$ cat src/rtl/uart_rx_os.sv
// UART receive stage: a free-running 16x oversampling tick generator and a
// start/data/stop deserialiser that runs on the synchronised rx line.
module uart_rx_os #(
   parameter int DBIT    = 8,
   parameter int SB_TICK = 16,
   parameter int DVSR_W  = 11
) (
   input  logic              clk,
   input  logic              reset_n,
   input  logic [DVSR_W-1:0] dvsr,
   input  logic              rx,
   output logic              s_tick,
   output logic              rx_done_tick,
   output logic [DBIT-1:0]   dout,
   output logic              frame_err,
   output logic [1:0]        fsm_state
);

   // The tick counter must reach SB_TICK-1, which needs 5 bits for 1.5 or 2 stop bits.
   localparam int S_W = ($clog2(SB_TICK) > 4) ? $clog2(SB_TICK) : 4;
   localparam int N_W = (DBIT > 1) ? $clog2(DBIT) : 1;

   localparam logic [1:0] IDLE  = 2'b00;
   localparam logic [1:0] START = 2'b01;
   localparam logic [1:0] DATA  = 2'b10;
   localparam logic [1:0] STOP  = 2'b11;

   localparam logic [S_W-1:0]    S_ONE  = S_W'(1);
   localparam logic [S_W-1:0]    S_HALF = S_W'(7);
   localparam logic [S_W-1:0]    S_BIT  = S_W'(15);
   localparam logic [S_W-1:0]    S_STOP = S_W'(SB_TICK - 1);
   localparam logic [N_W-1:0]    N_ONE  = N_W'(1);
   localparam logic [N_W-1:0]    N_LAST = N_W'(DBIT - 1);
   localparam logic [DVSR_W-1:0] C_ONE  = DVSR_W'(1);

   logic              rx_meta;
   logic              rx_s;
   logic [DVSR_W-1:0] cnt;
   logic [1:0]        state;
   logic [S_W-1:0]    s;
   logic [N_W-1:0]    n;
   logic [DBIT-1:0]   b;

   assign fsm_state = state;

   always_ff @(posedge clk or negedge reset_n) begin
      if (!reset_n) begin
         rx_meta <= 1'b1;
         rx_s    <= 1'b1;
      end else begin
         rx_meta <= rx;
         rx_s    <= rx_meta;
      end
   end

   // >= rather than == so a smaller divisor written mid-count wraps at once.
   always_ff @(posedge clk or negedge reset_n) begin
      if (!reset_n) begin
         cnt    <= '0;
         s_tick <= 1'b0;
      end else if (cnt >= dvsr) begin
         cnt    <= '0;
         s_tick <= 1'b1;
      end else begin
         cnt    <= cnt + C_ONE;
         s_tick <= 1'b0;
      end
   end

   always_ff @(posedge clk or negedge reset_n) begin
      if (!reset_n) begin
         state        <= IDLE;
         s            <= '0;
         n            <= '0;
         b            <= '0;
         dout         <= '0;
         rx_done_tick <= 1'b0;
         frame_err    <= 1'b0;
      end else begin
         rx_done_tick <= 1'b0;
         frame_err    <= 1'b0;
         case (state)
            IDLE: begin
               if (!rx_s) begin
                  state <= START;
                  s     <= '0;
               end
            end
            START: begin
               // Half a bit in: a line that is high again was only a glitch.
               if (s_tick) begin
                  if (s == S_HALF) begin
                     if (!rx_s) begin
                        state <= DATA;
                        s     <= '0;
                        n     <= '0;
                     end else begin
                        state <= IDLE;
                     end
                  end else begin
                     s <= s + S_ONE;
                  end
               end
            end
            DATA: begin
               if (s_tick) begin
                  if (s == S_BIT) begin
                     b <= {rx_s, b[DBIT-1:1]};
                     s <= '0;
                     if (n == N_LAST) begin
                        state <= STOP;
                     end else begin
                        n <= n + N_ONE;
                     end
                  end else begin
                     s <= s + S_ONE;
                  end
               end
            end
            STOP: begin
               // The byte is delivered even when the stop bit is bad.
               if (s_tick) begin
                  if (s == S_STOP) begin
                     rx_done_tick <= 1'b1;
                     dout         <= b;
                     frame_err    <= ~rx_s;
                     state        <= IDLE;
                  end else begin
                     s <= s + S_ONE;
                  end
               end
            end
            default: state <= IDLE;
         endcase
      end
   end

endmodule

$ cat config.mk
export PLATFORM = sky130hd
export DESIGN_NAME = uart_rx_os
export DESIGN_NICKNAME = d
export VERILOG_FILES = /design/src/rtl/uart_rx_os.sv
export SDC_FILE = /design/constraint.sdc
export NUM_CORES = 1
export LEC_CHECK = 0
export CELL_PAD_IN_SITES_DETAIL_PLACEMENT = 1
export CELL_PAD_IN_SITES_GLOBAL_PLACEMENT = 1
export CORE_MARGIN = 5
export CORE_UTILIZATION = 30
export CTS_CLUSTER_DIAMETER = 120
export CTS_CLUSTER_SIZE = 20
export DETAILED_ROUTE_END_ITERATION = 6
export PLACE_DENSITY_LB_ADDON = 0.1
export SYNTH_ARGS = -nofsm -noshare
export SYNTH_HDL_FRONTEND = slang
export SYNTH_SLANG_ARGS = --single-unit
$ cat constraint.sdc
create_clock -name clk -period 1.5 [get_ports clk]
set_input_delay 0.225 -clock clk [delete_from_list [all_inputs] [get_ports clk]]
set_output_delay 0.225 -clock clk [all_outputs]
set_load 0.02 [all_outputs]
=== Yosys cells after proc, flatten, opt, wreduce, memory -nomap -nowiden ===
Cells that the tools add are included.

* Bits in registers: 41
* Input port bits: 14
* Output and inout port bits: 13

* $add $sub $neg: 3
* Magnitude comparators: 1
* Equal/unequal tests: 17
* Multiplexer cells: 33
* Bitwise gates (word level): 1
* Reduce and logical (&&, ||, !) cells: 7

{| class="wikitable"
|+ Operators by type and width
! operator !! count
|-
| 2-to-1 mux 4 bit || 7
|-
| inequality test 2 bit (second input constant) || 11
|-
| 2-to-1 mux 2 bit || 9
|-
| 2-to-1 mux 3 bit || 6
|-
| case mux 4 bit (4 select lines) || 1
|-
| adder 11 x 1 -> 11 bit (second input constant) || 1
|-
| greater-or-equal comparator 11 bit || 1
|-
| 2-to-1 mux 11 bit || 1
|-
| case mux 2 bit (4 select lines) || 1
|-
| AND reduction 8 bit || 1
|-
| 2-to-1 mux 1 bit || 7
|-
| AND reduction 7 bit || 1
|-
| case mux 3 bit (2 select lines) || 1
|-
| AND reduction 3 bit || 2
|-
| adder 4 x 1 -> 4 bit (second input constant) || 1
|-
| equality test 2 bit (second input constant) || 2
|-
| equality test 4 x 3 -> 1 bit (second input constant) || 1
|-
| equality test 4 bit (second input constant) || 1
|-
| AND reduction 4 bit || 1
|-
| adder 3 x 1 -> 3 bit (second input constant) || 1
|-
| equality test 3 bit (second input constant) || 1
|-
| equality test 2 x 1 -> 1 bit (second input constant) || 1
|-
| logical NOT 2 bit || 1
|-
| nonzero test 2 bit || 1
|-
| NOT 1 bit || 1
|}

=== Depth between registers and ports, before layout ===
* Depth after elaboration: 5
* Depth in mapped cells: 7
* Mapped depth without buffers: 6

=== Worst setup path after synthesis ===
OpenSTA, ideal clock, no wires.

* Path kind: register to register
* Start point: reg cnt[6]
* End point: reg cnt[3]
* Library setup time: 0.071 ns
* Data arrival time: 1.515 ns
* Setup slack: -0.087 ns
* Cell stages (with the launch flop): 7
* Path buffers: 1
* Clock period less this slack: 1.587 ns
* Path through: dfrtp_1 -> ha_1 -> a21oi_1 -> o21ai_0 -> a221o_1 -> buf_2 -> nor2_1

* Longest elaborated chain between the ends: 2

{| class="wikitable"
|+ RTL lines
! element !! RTL line !! text
|-
| start: declaration || 38 || <nowiki>logic [DVSR_W-1:0] cnt;</nowiki>
|-
| start signal: assignment || 65 || <nowiki>cnt <= cnt + C_ONE;</nowiki>
|-
| greater-or-equal comparator 11 bit || 61 || <nowiki>end else if (cnt >= dvsr) begin</nowiki>
|-
| 2-to-1 mux 11 bit || 61 ||
|}

Every way passes these cells.
A chain may end at the register's enable or synchronous reset.

=== Worst setup path in the final report ===
* Start point: in dvsr[8]
* End point: reg cnt[3]

* Longest elaborated chain between the ends: 2

{| class="wikitable"
|+ RTL lines
! element !! RTL line !! text
|-
| start: declaration || 10 || <nowiki>input logic [DVSR_W-1:0] dvsr,</nowiki>
|-
| greater-or-equal comparator 11 bit || 61 ||
|-
| 2-to-1 mux 11 bit || 61 ||
|}

Every way passes these cells.

==> impl_metrics.py <==
metrics = {
    "critical_path": {
        "critical_path.max_fanout": 6,
        "crit_type": "in -> reg",
        "r2r-end": "cnt[3]",
        "cp_slowest_cell": "clkdlybuf4s50_1",
        "crit_chain": "clkdlybuf4s50_1 -> inv_2 -> ha_4 -> nand2_2 -> nor4_4 -> a221o_2 -> nor2_1",
        "cp.required_ns": 1.69,
        "reg2reg_slack_ns": -0.10,
        "critPathLaunchType": "primary input",
        "end_kind": "flop",
        "r2r_cells": 5,
        "critPathArrivalTime_ns": 1.79,
        "crit_end": "cnt[3]",
        "cp-startpoint": "dvsr[8]",
        "rr_startpoint": "cnt[8]",
        "critPathMaxStageDelay_ns": 0.47,
    },
    "floorplan": {
        "fp.dieW_um": 94.1,
        "die_y_um": 94.1,
        "dieArea_um2": 8850,
        "io_pins": 27,
        "start_util_pct": 31.0,
        "coreArea_um2": 6830,
        "core.rowCount": 30,
    },
    "synthesis": {
        "ys_seq_elements": 41,
        "yosys-top-cells-count": "39 x dfrtp_1, 20 x nor2_1, 18 x inv_1",
        "ys_seq_area_share_pct": 48.5,
        "yosysWarnings": 0,
        "synthFlopType": "dfrtp_1",
        "synthMuxAreaShare_pct": 12.5,
        "synth_xor_area_share_pct": 3.72,
        "syn_area_um2": 2120,
        "synth_nets": 218,
        "synth-simple-area-share_pct": 14.7,
        "synth_area_leaders": "dfrtp_1 46%, ha_1 8.9%, mux2_4 5.7%",
        "yosysTopAreaCell": "dfrtp_1",
        "synth_top_family_by_area": "simple AND/OR/NAND/NOR gates",
        "synth_cell_types": 43,
        "yosysMostFrequentCell": "dfrtp_1",
        "postSynthCellCount": 189,
        "syn_avg_cell_area_um2": 11.2,
        "synth_edf_count": 0,
        "synth_compound_area_share_pct": 7.44,
        "synthArstFlopShare_pct": 100,
        "synthAdderAreaFrac_pct": 8.85,
        "synth_top_area_share_pct": 46.0,
    },
    "global_routing": {
        "grt_pass1_vias": 1942,
        "grt_usage_pct": 13.9,
        "grt_max_degree": 21,
        "overflow": 0,
        "grt_pass1_wl_mm": 9.53,
        "antenna_found_initial": 0,
    },
    "clock_tree": {
        "insertion_delay_ns": 0.29,
        "cts_buffer_depth": 2,
        "cts_sinks": 41,
        "cts_made_buffers": 5,
        "h-tree-depth": 2,
        "clkTransAtPathRegs_ns": 0.08,
        "cts_tree": "yes",
        "cts_root_buffer": "clkbuf_8",
    },
    "power": {
        "p_per_area_nw_per_um2": 1170,
        "power_mw": 3.74,
        "ir_worst_vdd_v": 0.000439,
        "leakage_nw": 1.56,
    },
    "hold_path": {
        "worstHoldStart": "rx",
        "hp-class": "in -> reg",
    },
    "detailed_routing": {
        "drtPass1Iterations": 4,
        "drt_iter0_drc": 30,
        "wirelength_mm": 5.82,
        "ant_nets": 0,
        "vias_per_cell": 4.79,
        "vias": 1700,
        "wire_per_inst_um": 16.4,
        "drc_errors": 0,
    },
    "timing": {
        "fin_hold_ws_ns": 0.326,
        "finalCriticalPeriod_ns": 1.60,
        "worst_slack_ns": -0.104,
        "worst_pin_slew_ns": 0.478,
        "rsz0062_at_grt": "yes",
        "hold_viol_final": 0,
        "skew_ns": 0.00365,
        "max_freq_ghz": 0.624,
        "finalCritPeriodShare_pct": 107,
        "slew-limit-headroom_pct": 68.2,
        "final_max_slew_viol_count": 0,
        "tns_ns": -0.971,
        "final-setup-viol-count": 21,
    },
    "layout": {
        "drive_gt1_share_pct": 47.5,
        "finalNonFillerCells": 355,
        "area_growth_pct": 50.9,
        "antennaDiodeCount": 0,
        "nNetsFinal": 287,
    },
    "run_status": {
        "violations": "setup timing",
        "status": "complete, but fails checks",
    },
    "run": {
        "cap_violations": 0,
    },
    "placed_design": {
        "numPortBuffers": 26,
        "hpwl_mm": 3.89,
        "dp_cells": 334,
        "gp_congestion": 0.781,
    },
}
==> stage by stage <==
step	instance area (µm²)	utilization (%)	worst slack, ns
after detailed placement	2700	39.5	-0.585
after CTS	2920	42.8	-0.117
after global placement	2700	39.5	-0.526
after global routing	3200	46.8	-0.148
after floorplan	2130	-	-0.0142
final	3200	46.8	-0.104
==> cell type report <==
class / count / area (µm²)
Fill cell: 746 / 3630
Tap cell: 96 / 120
Sequential cell: 41 / 1030
Inverter: 18 / 67.6
Clock buffer: 5 / 68.8
Timing Repair Buffer: 64 / 547
Clock inverter: 3 / 22.5
Multi-Input combinational cell: 128 / 1340
==> where the power goes <==
group          switching [mW]  internal [mW]
combinational           0.786          0.814
sequential              0.151           1.26
clock                   0.405          0.330
==> sequential cells by signal, indices dropped and copies added, names as in the netlist, named ones only <==
name          count
fsm_state         1
rx_done_tick      1
rx_s              1
cnt              11
rx_meta           1
b                 8
frame_err         1
s                 4
n                 3
dout              8
s_tick            1
==> cells in the final DEF (no fill, tap or decap), types with 2 or more instances in the layout <==
master / count
a21oi_1: 2
a21oi_2: 5
a221o_2: 3
and3_1: 2
buf_4: 36
clkbuf_8: 5
clkdlybuf4s50_1: 12
clkinv_4: 2
dfrtp_1: 36
dfrtp_2: 3
dfstp_2: 2
dlygate4sd2_1: 11
dlymetal6s2s_1: 2
ha_1: 5
ha_4: 9
inv_1: 15
inv_2: 3
mux2_4: 19
nand2_1: 6
nand2_2: 3
nand3_1: 5
nand3_4: 3
nand4_1: 5
nor2_1: 13
nor2_2: 7
nor3_4: 2
o21ai_2: 3
xor2_1: 8
==> worst max-delay path: cells and delay by family <==
kind	cells	cell delay (ns)
adder cells (fa/ha/maj)	1	0.26
AND/OR/NAND/NOR	3	0.45
AO/OA/AOI/OAI	1	0.33
buffers and inverters	2	0.52
==> worst min path at each step <==
| stage | to | cells after the start |
|---|---|---|
| finish | rx_meta | 1 |
| global route | rx_meta | 1 |
| CTS | rx_meta | 1 |
| detailed placement | fsm_state[0] | 1 |
| global placement | fsm_state[0] | 1 |
| floorplan | async pin | 0 |
==> logic make-up after synthesis <==
family,count (synthesis)
buf+inv,22
mux,21
compound gates,24
fa+ha+maj,15
xor+xnor,9
simple gates,57
flops,41
==> routing by layer <==
layer	part of all wire (%)	wire length, µm	vias to the layer above	GRT usage, %
li1	-	-	795	-
met1	43	2520	875	16.9
met2	53	3070	20	24.1
met3	2.3	133	10	3.85
met4	1.5	87	0	3.73
met5	0	0	-	0
==> repair_timing <==
item                                    CTS  global route
cloned                                    2             0
hold endpoints to repair                 16             0
resized for setup                        32            50
setup buffers                             2             8
endpoints found under the setup margin   42            38
pin swaps                                11            15
hold buffers                              1             0
Power figures use the tool's default switching activity.
